`src/rtl/k_and_s_pkg.sv`:
```
// Shared types for the K&S 16-bit control path: decoded instruction set, controller
// states, ALU operation codes and the conditional-branch rule.
package k_and_s_pkg;

   typedef enum logic [4:0] {
      I_NOP    = 5'd0,
      I_LOAD   = 5'd1,
      I_STORE  = 5'd2,
      I_MOVE   = 5'd3,
      I_ADD    = 5'd4,
      I_SUB    = 5'd5,
      I_AND    = 5'd6,
      I_OR     = 5'd7,
      I_BRANCH = 5'd8,
      I_BZERO  = 5'd9,
      I_BNZERO = 5'd10,
      I_BNEG   = 5'd11,
      I_BNNEG  = 5'd12,
      I_BOV    = 5'd13,
      I_BNOV   = 5'd14,
      I_HALT   = 5'd15
   } decoded_instruction_type;

   typedef enum logic [2:0] {
      S_IDLE   = 3'd0,
      S_FETCH  = 3'd1,
      S_DECODE = 3'd2,
      S_EXEC   = 3'd3,
      S_HALT   = 3'd4
   } ctrl_state_t;

   localparam logic [1:0] ALU_ADD = 2'b00;
   localparam logic [1:0] ALU_AND = 2'b01;
   localparam logic [1:0] ALU_OR  = 2'b10;
   localparam logic [1:0] ALU_SUB = 2'b11;

   // Non-branch instructions report "not taken".
   function automatic logic branch_taken(input decoded_instruction_type instr,
                                         input logic z,
                                         input logic n,
                                         input logic sov);
      logic taken;
      taken = 1'b0;
      case (instr)
         I_BRANCH: taken = 1'b1;
         I_BZERO:  taken = z;
         I_BNZERO: taken = ~z;
         I_BNEG:   taken = n;
         I_BNNEG:  taken = ~n;
         I_BOV:    taken = sov;
         I_BNOV:   taken = ~sov;
         default:  taken = 1'b0;
      endcase
      return taken;
   endfunction

endpackage

```
`src/rtl/control_unit.sv`:
```
// Fetch/decode/execute sequencer for the K&S datapath; 3 cycles per instruction,
// no backpressure. Outputs are decoded combinationally from the state register.
module control_unit
   import k_and_s_pkg::*;
#(
   parameter int CNT_W = 16
) (
   input  logic                    clk,
   input  logic                    rst_n,
   input  decoded_instruction_type decoded_instruction,
   input  logic                    zero_op,
   input  logic                    neg_op,
   input  logic                    unsigned_overflow,
   input  logic                    signed_overflow,
   output logic                    branch,
   output logic                    pc_enable,
   output logic                    ir_enable,
   output logic                    addr_sel,
   output logic                    c_sel,
   output logic [1:0]              operation,
   output logic                    write_reg_enable,
   output logic                    flags_reg_enable,
   output logic                    ram_write_enable,
   output logic                    halt,
   output logic [CNT_W-1:0]        retired_count
);

   ctrl_state_t state, state_nxt;

   // Carried for debug visibility only; no branch depends on it.
   logic unused_uov;
   assign unused_uov = unsigned_overflow;

   always_ff @(posedge clk or negedge rst_n) begin
      if (!rst_n) begin
         state         <= S_IDLE;
         retired_count <= '0;
      end else begin
         state <= state_nxt;
         if (state == S_EXEC)
            retired_count <= retired_count + CNT_W'(1);
      end
   end

   always_comb begin
      state_nxt        = state;
      branch           = 1'b0;
      pc_enable        = 1'b0;
      ir_enable        = 1'b0;
      addr_sel         = 1'b0;
      c_sel            = 1'b0;
      operation        = ALU_ADD;
      write_reg_enable = 1'b0;
      flags_reg_enable = 1'b0;
      ram_write_enable = 1'b0;
      halt             = 1'b0;

      case (state)
         S_IDLE: state_nxt = S_FETCH;

         S_FETCH: begin
            addr_sel  = 1'b0;
            ir_enable = 1'b1;
            state_nxt = S_DECODE;
         end

         S_DECODE: begin
            pc_enable = 1'b1;
            branch    = 1'b0;
            state_nxt = S_EXEC;
         end

         S_EXEC: begin
            state_nxt = S_FETCH;
            case (decoded_instruction)
               I_LOAD: begin
                  addr_sel         = 1'b1;
                  c_sel            = 1'b1;
                  write_reg_enable = 1'b1;
               end
               I_STORE: begin
                  addr_sel         = 1'b1;
                  ram_write_enable = 1'b1;
               end
               I_MOVE: begin
                  operation        = ALU_OR;
                  write_reg_enable = 1'b1;
               end
               I_ADD: begin
                  operation        = ALU_ADD;
                  write_reg_enable = 1'b1;
                  flags_reg_enable = 1'b1;
               end
               I_SUB: begin
                  operation        = ALU_SUB;
                  write_reg_enable = 1'b1;
                  flags_reg_enable = 1'b1;
               end
               I_AND: begin
                  operation        = ALU_AND;
                  write_reg_enable = 1'b1;
                  flags_reg_enable = 1'b1;
               end
               I_OR: begin
                  operation        = ALU_OR;
                  write_reg_enable = 1'b1;
                  flags_reg_enable = 1'b1;
               end
               I_BRANCH, I_BZERO, I_BNZERO, I_BNEG, I_BNNEG, I_BOV, I_BNOV: begin
                  if (branch_taken(decoded_instruction, zero_op, neg_op, signed_overflow)) begin
                     branch    = 1'b1;
                     pc_enable = 1'b1;
                  end
               end
               I_HALT:  state_nxt = S_HALT;
               default: ;
            endcase
         end

         S_HALT: begin
            halt      = 1'b1;
            state_nxt = S_HALT;
         end

         default: state_nxt = S_IDLE;
      endcase
   end

endmodule

```
`config.mk`:
```
export PLATFORM = sky130hd
export DESIGN_NAME = control_unit
export DESIGN_NICKNAME = d
export VERILOG_FILES = /design/src/rtl/k_and_s_pkg.sv /design/src/rtl/control_unit.sv
export SDC_FILE = /design/constraint.sdc
export NUM_CORES = 1
export LEC_CHECK = 0
export ABC_CLOCK_PERIOD_IN_PS = 1400
export BUFFER_PORTS_ARGS = -buffer_cell sky130_fd_sc_hd__buf_2
export CAP_MARGIN = 30
export CORE_MARGIN = 4
export CORE_UTILIZATION = 44
export CTS_CLUSTER_DIAMETER = 120
export DETAILED_ROUTE_END_ITERATION = 16
export PLACE_DENSITY = 0.75
export SYNTH_ARGS = -nofsm -noshare
export SYNTH_HDL_FRONTEND = slang
export SYNTH_SLANG_ARGS = --single-unit
```
`constraint.sdc`:
```
create_clock -name clk -period 1.4 [get_ports clk]
set_input_delay 0.07 -clock clk [delete_from_list [all_inputs] [get_ports clk]]
set_output_delay 0.07 -clock clk [all_outputs]
set_load 0.01 [all_outputs]
```
==> results.sh <==
export IMPL_die_y_um=57.3
export IMPL_ys_types=32
export IMPL_start_util=0.473
export IMPL_power_leakage_nw=0.791
export IMPL_num_vias=941
export IMPL_cp_end_kind="output pin"
export IMPL_antenna_found_initial=0
export IMPL_ys_ff_latch=19
export IMPL_cts_made_buffers=3
export IMPL_yosysTopAreaCell="dfrtp_1"
export IMPL_max_stage_delay_ns=0.40
export IMPL_rsz0062_at_grt="yes"
export IMPL_p_int_mw=1.27
export IMPL_drt_vias_per_instance=5.09
export IMPL_syn_to_final_growth_pct=43.1
export IMPL_ctsRootBufferMaster="clkbuf_4"
export IMPL_finalHoldViolCount=0
export IMPL_yosysWarnings=0
export IMPL_grt_usage=0.156
export IMPL_die_area_um2=3280
export IMPL_min_from="decoded_instruction[4]"
export IMPL_dp_hpwl_mm=1.84
export IMPL_syn_cell_area_um2=1070
export IMPL_n_antenna_cell=0
export IMPL_hold_end="state[2]"
export IMPL_cellPowerDensity_nw_per_um2=1350
export IMPL_p_seq_frac=0.387
export IMPL_holdCritPathClass="input pin to register"
export IMPL_tritoncts="yes"
export IMPL_p_sw_mw=0.790
export IMPL_place_area_um2=1350
export IMPL_cp_cell_sequence="nand3b_4, or3_4, nor4b_4, buf_2"
export IMPL_grt_max_degree=20
export IMPL_rows=17
export IMPL_post_route_period_util=1.21
export IMPL_cp_max_fo=6
export IMPL_total_power_mw=2.06
export IMPL_fmax_ghz=0.590
export IMPL_layout_area_seq_um2=475
export IMPL_synth_top_cells_by_area="dfrtp_1 (45%), xnor2_1 (11%), nand2_1 (3.5%)"
export IMPL_crit_required_ns=1.33
export IMPL_cts_path_max_buffers=2
export IMPL_drv_slew=0
export IMPL_port_buffers=36
export IMPL_crit_type="register to output pin"
export IMPL_final_nets=170
export IMPL_grt_remaining_overflow=0
export IMPL_violations="negative setup slack"
export IMPL_skew_ns=0.00804
export IMPL_routed_wirelength_mm=2.40
export IMPL_max_cap_violations=0
export IMPL_setup_violations=13
export IMPL_ys_seq_area_frac=0.445
export IMPL_cp_num_buf_inv=1
export IMPL_drc=0
export IMPL_switching_share=0.383
export IMPL_avgSynthCellArea_um2=9.97
export IMPL_netlist_area_leader_share=0.445
export IMPL_fin_area_um2=1530
export IMPL_outcome="complete, but fails checks"
export IMPL_path_delay_family="simple AND/OR/NAND/NOR gates"
export IMPL_startpoint_type="register"
export IMPL_r2r_cells=6
export IMPL_slew_headroom=0.715
export IMPL_crit_arrival_ns=1.63
export IMPL_clkLatencyLatePin_ns=0.29
export IMPL_drtPass1Iterations=2
export IMPL_multi_input_area_um2=648
export IMPL_core_area_um2=2250
export IMPL_p_comb_frac=0.483
export IMPL_hold_depth=4
export IMPL_first_iter_violations=7
export IMPL_path_clk_slew_ns=0.11
export IMPL_syn_inst=107
export IMPL_vdd_drop_max_mv=1.07
export IMPL_place_gp_congestion=0.739
export IMPL_tightest_slew_ns=0.426
export IMPL_postRouteAntennaNets=0
export IMPL_critPathSlowestCell="dfrtp_1"
export IMPL_fin_crit_ns=1.70
export IMPL_grt_pass1_wl_mm=4.11
export IMPL_layout_drive_gt1_share=0.471
export IMPL_r2r_end="retired_count[11]"
export IMPL_wl_per_cell_um=13.0
export IMPL_syn_nets=119
export IMPL_layout_setup_ws_ns=-0.295
export IMPL_pwr_share_clk=0.130
export IMPL_die_width_um=57.3
export IMPL_grt_pass1_vias=956
export IMPL_nFillCells=195
export IMPL_clock_sinks=19
export IMPL_cts_max_level=1
export IMPL_boundaryPins=38
export IMPL_r2r_slack_ns=-0.21
export IMPL_place_ws_ns=-0.0985
export IMPL_regToRegStartpoint="state[2]"
worst min-delay path, delay by kind of cell:
family	cells	cell delay (ns)
buffers and inverters	1	0.09
and+or+nand+nor	2	0.18
AOI/OAI and AO/OA	1	0.07
routing by layer:
| layer | GRT usage | share of wire | vias to the layer above |
|---|---|---|---|
| met5 | 0 | 0 | - |
| met3 | 0.0294 | 0.054 | 2 |
| li1 | - | - | 473 |
| met1 | 0.191 | 0.42 | 439 |
| met4 | 0.0497 | 0.0075 | 0 |
| met2 | 0.276 | 0.51 | 27 |
worst max path at each step:
stage                     slack (ns)  depth (start not counted)                 to     start
after detailed placement        -0.1                          5  retired_count[11]  state[2]
after global placement         -0.03                          4              c_sel  state[2]
after CTS                      -0.31                          4   ram_write_enable  state[2]
after global routing           -0.35                          4              c_sel  state[2]
after floorplan                -0.03                          4           addr_sel  state[2]
final                          -0.30                          4   ram_write_enable  state[2]
flip-flops by register name, indices dropped and copies added, names as in the netlist:
signal	flops
retired_count	16
state	3
stage by stage:
stage               utilization  hold slack (ns)  std cells  TNS (ns)
floorplan                     -           -0.226        107   -0.0731
global placement          0.600           0.0252        177   -0.0714
detailed placement        0.600           0.0323        177    -0.295
CTS                       0.638            0.125        184     -2.37
global route              0.678            0.142        185     -2.98
finish                    0.678            0.142        185     -2.15
Yosys cell counts, drive strengths merged:
cell    number
o21ai        2
nand4        6
xor2         4
ha           1
clkbuf       2
nor2        10
nand3b       1
nand2b       2
a221oi       1
or2          2
nor3b        2
nor3         6
and3b        1
nor4         2
nor2b        2
buf          4
o21bai       1
a21oi        4
or3          1
nor4b        2
nand2       10
xnor2       13
inv          3
o221ai       1
dfrtp       19
nand3        5
power groups by stage:
stage / registers, mW / logic (mW) / clock network [mW]
after global placement: 0.795 / 0.831 / 0
final: 0.798 / 0.996 / 0.269
after floorplan: 0.827 / 0.475 / 0
after detailed placement: 0.800 / 0.860 / 0
after CTS: 0.791 / 0.921 / 0.286
after global routing: 0.817 / 1.09 / 0.316
layout make-up:
type / instances / area share
Sequential cell: 19 / 0.311
Multi-Input combinational cell: 79 / 0.424
Clock buffer: 3 / 0.0147
Timing Repair Buffer: 52 / 0.216
Clock inverter: 1 / 0.00328
Tap cell: 28 / 0.0229
Inverter: 3 / 0.00737
logic make-up (layout without fill, tap and decap cells):
kind of cell,count (synthesis),in the layout,share of synthesized area
AO/OA/AOI/OAI,9,9,0.0516
XOR/XNOR,17,17,0.140
adder cells (fa/ha/maj),1,1,0.0117
buffers and inverters,9,59,0.0457
flip-flops,19,19,0.445
AND/OR/NAND/NOR,52,52,0.306
layout by cell type, fill, tap and decap left out, types with 2 or more instances in the layout:
cell type and instances:
a21oi_1 4, buf_2 34, buf_4 11, buf_6 6, clkbuf_4 3, dfrtp_1 19, inv_1 3, nand2_1 10
nand2b_1 2, nand3_1 4, nand4_1 6, nor2_1 6, nor2_4 3, nor2b_1 2, nor3_1 3, nor3_4 2
nor4_4 2, nor4b_4 2, o21ai_0 2, or2_4 2, xnor2_1 12, xor2_1 4
timing repair:
item                                   in CTS  in global routing
endpoints found under the hold margin      19                  0
setup endpoints to repair                  11                 20
gates resized for setup                     8                 16
hold buffers                                1                  0
setup buffers                               2                  1
pin swaps                                  10                  8
Power figures use the tool's default switching activity.
